`config.mk`:
```
export PLATFORM = sky130hd
export DESIGN_NAME = mar_ctrl_sequencer
export DESIGN_NICKNAME = d
export VERILOG_FILES = /design/src/rtl/mar_ctrl_sequencer_pkg.sv /design/src/rtl/mar_ctrl_decode.sv /design/src/rtl/mar_ctrl_sequencer.sv
export SDC_FILE = /design/constraint.sdc
export NUM_CORES = 1
export LEC_CHECK = 0
export BUFFER_PORTS_ARGS = -buffer_cell sky130_fd_sc_hd__buf_4
export CAP_MARGIN = 20
export CORE_AREA = 2 2 39 41
export CTS_CLUSTER_SIZE = 25
export DETAILED_ROUTE_END_ITERATION = 6
export DIE_AREA = 0 0 41 43
export SYNTH_ARGS = -nofsm -noshare
export SYNTH_HDL_FRONTEND = slang
export SYNTH_SLANG_ARGS = --single-unit
```
`constraint.sdc`:
```
create_clock -name clk -period 0.9 [get_ports clk]
set_input_delay 0.045 -clock clk [delete_from_list [all_inputs] [get_ports clk]]
set_output_delay 0.045 -clock clk [all_outputs]
set_load 0.005 [all_outputs]
```
`src/rtl/mar_ctrl_sequencer_pkg.sv`:
```
// Shared definitions for the model-computer microsequencer: opcodes, ring states
// and the packed strobe vector handed from the decoder to the top.
package mar_ctrl_sequencer_pkg;

    localparam int OP_W = 4;

    localparam logic [OP_W-1:0] OP_LDA = 4'b0000;
    localparam logic [OP_W-1:0] OP_ADD = 4'b0001;
    localparam logic [OP_W-1:0] OP_SUB = 4'b0010;
    localparam logic [OP_W-1:0] OP_OUT = 4'b1110;
    localparam logic [OP_W-1:0] OP_HLT = 4'b1111;

    // Encoding doubles as the debug phase output.
    typedef enum logic [2:0] {
        ST_IDLE = 3'd0,
        ST_T1   = 3'd1,
        ST_T2   = 3'd2,
        ST_T3   = 3'd3,
        ST_T4   = 3'd4,
        ST_T5   = 3'd5,
        ST_T6   = 3'd6,
        ST_HALT = 3'd7
    } state_t;

    typedef struct packed {
        logic epc;
        logic cpc;
        logic imar;
        logic eram;
        logic iir;
        logic eir;
        logic ia;
        logic ea;
        logic ib;
        logic sub;
        logic eu;
        logic iout;
    } strobe_t;

endpackage

```
`src/rtl/mar_ctrl_decode.sv`:
```
// Combinational strobe decode from ring state and IR opcode nibble.
// Opcode only matters in T4..T6; fetch phases are identical for every instruction.
module mar_ctrl_decode
    import mar_ctrl_sequencer_pkg::*;
(
    input  state_t          state,
    input  logic [OP_W-1:0] opcode,
    output strobe_t         strb
);

    always_comb begin
        strb = '0;
        case (state)
            ST_T1: begin
                strb.epc  = 1'b1;
                strb.imar = 1'b1;
            end
            ST_T2: strb.cpc = 1'b1;
            ST_T3: begin
                strb.eram = 1'b1;
                strb.iir  = 1'b1;
            end
            ST_T4: begin
                if (opcode == OP_LDA || opcode == OP_ADD || opcode == OP_SUB) begin
                    strb.eir  = 1'b1;
                    strb.imar = 1'b1;
                end else if (opcode == OP_OUT) begin
                    strb.ea   = 1'b1;
                    strb.iout = 1'b1;
                end
            end
            ST_T5: begin
                if (opcode == OP_LDA) begin
                    strb.eram = 1'b1;
                    strb.ia   = 1'b1;
                end else if (opcode == OP_ADD || opcode == OP_SUB) begin
                    // Subtract select is set up a phase early so the ALU settles before T6.
                    strb.eram = 1'b1;
                    strb.ib   = 1'b1;
                    strb.sub  = (opcode == OP_SUB);
                end
            end
            ST_T6: begin
                if (opcode == OP_ADD || opcode == OP_SUB) begin
                    strb.eu  = 1'b1;
                    strb.ia  = 1'b1;
                    strb.sub = (opcode == OP_SUB);
                end
            end
            default: strb = '0;
        endcase
    end

endmodule

```
`src/rtl/mar_ctrl_sequencer.sv`:
```
// Six-phase ring microsequencer: owns the state register and next-state logic,
// strobes are decoded from the current state by mar_ctrl_decode.
//
//  state | meaning
//  IDLE  | waiting for run, all strobes low
//  T1    | PC onto bus, MAR loads
//  T2    | PC increment
//  T3    | RAM onto bus, IR loads
//  T4    | execute 1 (operand address or OUT transfer; HLT exits here)
//  T5    | execute 2 (RAM operand into A or B)
//  T6    | execute 3 (ALU result into A); samples run
//  HALT  | stopped until reset
module mar_ctrl_sequencer
    import mar_ctrl_sequencer_pkg::*;
(
    input  logic            clk,
    input  logic            rst,
    input  logic            run,
    input  logic [OP_W-1:0] opcode,
    output logic            epc,
    output logic            cpc,
    output logic            imar,
    output logic            eram,
    output logic            iir,
    output logic            eir,
    output logic            ia,
    output logic            ea,
    output logic            ib,
    output logic            sub,
    output logic            eu,
    output logic            iout,
    output logic            halted,
    output logic [2:0]      phase
);

    state_t  state;
    strobe_t strb;

    always_ff @(posedge clk) begin
        if (rst) begin
            state <= ST_IDLE;
        end else begin
            case (state)
                ST_IDLE: state <= run ? ST_T1 : ST_IDLE;
                ST_T1:   state <= ST_T2;
                ST_T2:   state <= ST_T3;
                ST_T3:   state <= ST_T4;
                ST_T4:   state <= (opcode == OP_HLT) ? ST_HALT : ST_T5;
                ST_T5:   state <= ST_T6;
                ST_T6:   state <= run ? ST_T1 : ST_IDLE;
                ST_HALT: state <= ST_HALT;
                default: state <= ST_IDLE;
            endcase
        end
    end

    mar_ctrl_decode u_decode (
        .state  (state),
        .opcode (opcode),
        .strb   (strb)
    );

    assign epc    = strb.epc;
    assign cpc    = strb.cpc;
    assign imar   = strb.imar;
    assign eram   = strb.eram;
    assign iir    = strb.iir;
    assign eir    = strb.eir;
    assign ia     = strb.ia;
    assign ea     = strb.ea;
    assign ib     = strb.ib;
    assign sub    = strb.sub;
    assign eu     = strb.eu;
    assign iout   = strb.iout;
    assign halted = (state == ST_HALT);
    assign phase  = state;

endmodule

```
==> results.md <==
* Fin worst setup slack at -0.3359 ns
* Setup Viol. Count Final at 19
* Final Hold Viols at 0
* Vias in the first global route at 446
* Syn avg cell area at about 7.5 µm²
* Synth cell types at 26
* Min-Delay Startpoint: run
* Synth area leader: dfxtp_1
* Vias per cell at 4.573
* Clock Path Buffers at 2
* Worst Path Arrival at ~1.2 ns
* Number of DRC markers in iteration 0 at 4
* Post-DP HPWL at around 740 µm
* Row count at 14
* Unrepaired setup endpoints after global routing: true
* Max_cap viols at 0
* Clock sink count at 3
* Origin of the critical flop-to-flop path: phase[1]
* CP Class: reg -> out
* Worst r2r path cells at 6
* GRT Total Usage at 14.94%
* Grt peak-use layer: met2
* Crit path time final at 1.236 ns
* Sequential share of power at just under 20%
* DRT Pass-1 Iters at 3
* Number of port buffers at 22
* Post-synthesis sequential area ratio at 18.25%
* M3 GR Usage at between 3 and 4%
* Most common cell after layout, fill and taps aside: buf_4
* First-pass GRT wire length at 1773 µm
* Internal power at 0.6403 mW
* Clock share of power at 25.5%
* Routed wire length at 1300 µm
* M1 GR Usage at between 15 and 20%
* Hold endpoint: phase[0]
* Htree depth at 1
* Combinational power share at 55.0%
* Worst VDD drop at 0.0007156 V
* Required time worst endpoint at approximately 0.85 ns
* Initial Util at 23.78%
* Maximum number of pins on one net before global-route repair at 10
* Worst min-delay path class: in -> reg
* Tcrit/Tclk final at 137.3%
* CTS Buf Count at 3
* Die ar. at between 0.0015 and 0.002 mm²
* Clk_lat worst skew at 0.23 ns
* GPL Wtd Cong at 0.7286
* Filler cell count at 123
* Worst hold path depth at 3
* Fmax at 0.8091 GHz
* Syn Inst Count at 44
* Rel. slew slack at 77.64%
* Commonest cells after routing, fill and taps aside: buf_4, buf_6, nor2_1
* Initial antenna violation count at 0
* Fin nets at 95
* CP endpoint kind: output port
* Final setup skew at 0.003885 ns
* Pwr Total at roughly 0.94 mW
* Setup TNS at -4.567 ns
* Synth Cell Area at 329.1 µm²
* Post-Place Setup Slack at -0.1445 ns
* Met2 track demand over resource at 25.62%
* Failing checks: negative setup slack
* Die Span Y at 43 µm
* Antenna viol nets, final at 0
* CTS root buf: clkbuf_4
* Overflow after GRT at 0
* I/O Pins at 23
* Final Max Tran Viols at 0
* Layout cells sized above 1 at 75.86%
* Area grow syn2layout at 152.5%
* Clk slew on worst S/H paths at around 0.04 ns
* Vias at 471
* CTS tree: done
* Drt wl/cell at 12.62 µm
* Net Sw Power at 0.2961 mW
* P_leak at 0.3688 nW
* Run status: finished, violations left
* Die Width at about 40 µm
* Core Util, Final at 60.04%
* Reg2Reg Setup Slack at -0.18 ns
* Ant diodes at 0
* Top area cells in the synthesized netlist: dfxtp_1, a21oi_1, nor2_1, and2_1, and4_1
* Crit-path max FO at 6
* Sw frac at 31.62%
* Pwr per Cell Area at 1127 mW/mm²
* Yosys reg bits at 3
* Yosys warnings at 0
* Core area at 0.001384 mm²
* DRC at 0
* Measured slew at the worst slew-check pin at 0.3348 ns
* CP Launch Type: flop
* Synth top area share at 18.25%
* Synth Net Count at ~50
==> synthesized netlist by cell type <==
library cell,number
nor3_1,2
buf_2,1
and4_1,2
nor2b_2,1
nor2b_1,1
nand2_1,3
buf_6,1
nor4b_1,1
a21oi_1,5
nor3b_2,1
nor2_1,6
and2_1,3
nand2b_1,1
nor4b_2,1
dfxtp_1,3
o21ai_1,1
xnor2_1,2
buf_4,1
and2b_2,1
xor2_1,1
a31oi_1,1
inv_1,1
and2b_1,1
nand3_1,1
a211oi_2,1
and3_2,1
==> how the worst max path moves through the flow <==
stage	from	endpoint	depth (start not counted)	slack, ns
after floorplan	phase[1]	iout	5	-0.13
after global placement	phase[0]	ib	3	-0.13
after detailed placement	phase[0]	ib	3	-0.14
after CTS	phase[1]	sub	4	-0.32
after global routing	phase[1]	eram	4	-0.37
final	phase[0]	sub	4	-0.34
==> power by group through the flow <==
stage | combinational [mW] | sequential, mW | clock (mW)
3_5_place_dp | 0.261 | 0.177 | 0
2_1_floorplan | 0.148 | 0.166 | 0
4_1_cts | 0.393 | 0.183 | 0.249
3_3_place_gp | 0.260 | 0.177 | 0
6_report | 0.515 | 0.182 | 0.239
5_1_grt | 0.548 | 0.185 | 0.264
==> worst max-delay path, stage by stage, from the launching register on <==
cell and delay [ns]:
dfxtp_4 0.37, buf_6 0.14, xnor2_4 0.14, nor3_2 0.16
buf_4 0.14
==> area by class of cell <==
cell class | instances | area [µm²] | area share, %
well taps | 16 | 20.02 | 2.410
multi-input cells | 37 | 320.3 | 38.55
clock buffers | 4 | 26.28 | 3.163
flip-flops and latches | 3 | 71.32 | 8.584
repair buffers | 42 | 389.1 | 46.84
inverters | 1 | 3.754 | 0.4518
==> stage by stage <==
stage,instances,cell area [µm²],hold WS (ns)
floorplan,44,336.6,0.1067
global placement,84,533.0,0.2200
detailed placement,84,533.0,0.2170
CTS,96,700.7,0.09766
global route,103,830.8,0.1431
finish,103,830.8,0.1170
==> metal layers <==
metal	up-vias	routed length [µm]
met2	18	718
met4	0	14
li1	239	-
met1	212	504
met5	-	0
met3	2	62
==> kinds of logic (layout without fill, tap and decap cells) <==
kind of cell / Yosys count / in the layout / synth area share, %
AND/OR/NAND/NOR: 26 / 26 / 50.57
buffers and inverters: 4 / 47 / 8.363
flip-flops: 3 / 3 / 18.25
AO/OA/AOI/OAI: 8 / 8 / 14.83
XOR/XNOR: 3 / 3 / 7.986
==> repair_timing <==
action,in CTS,in global routing
gates resized for setup,20,21
pin swaps,4,10
setup endpoints to repair,17,18
hold endpoints to repair,3,0
setup buffers,8,8
cloned,0,0
hold buffers,1,0
No activity file was read; power rests on OpenSTA's default activity.
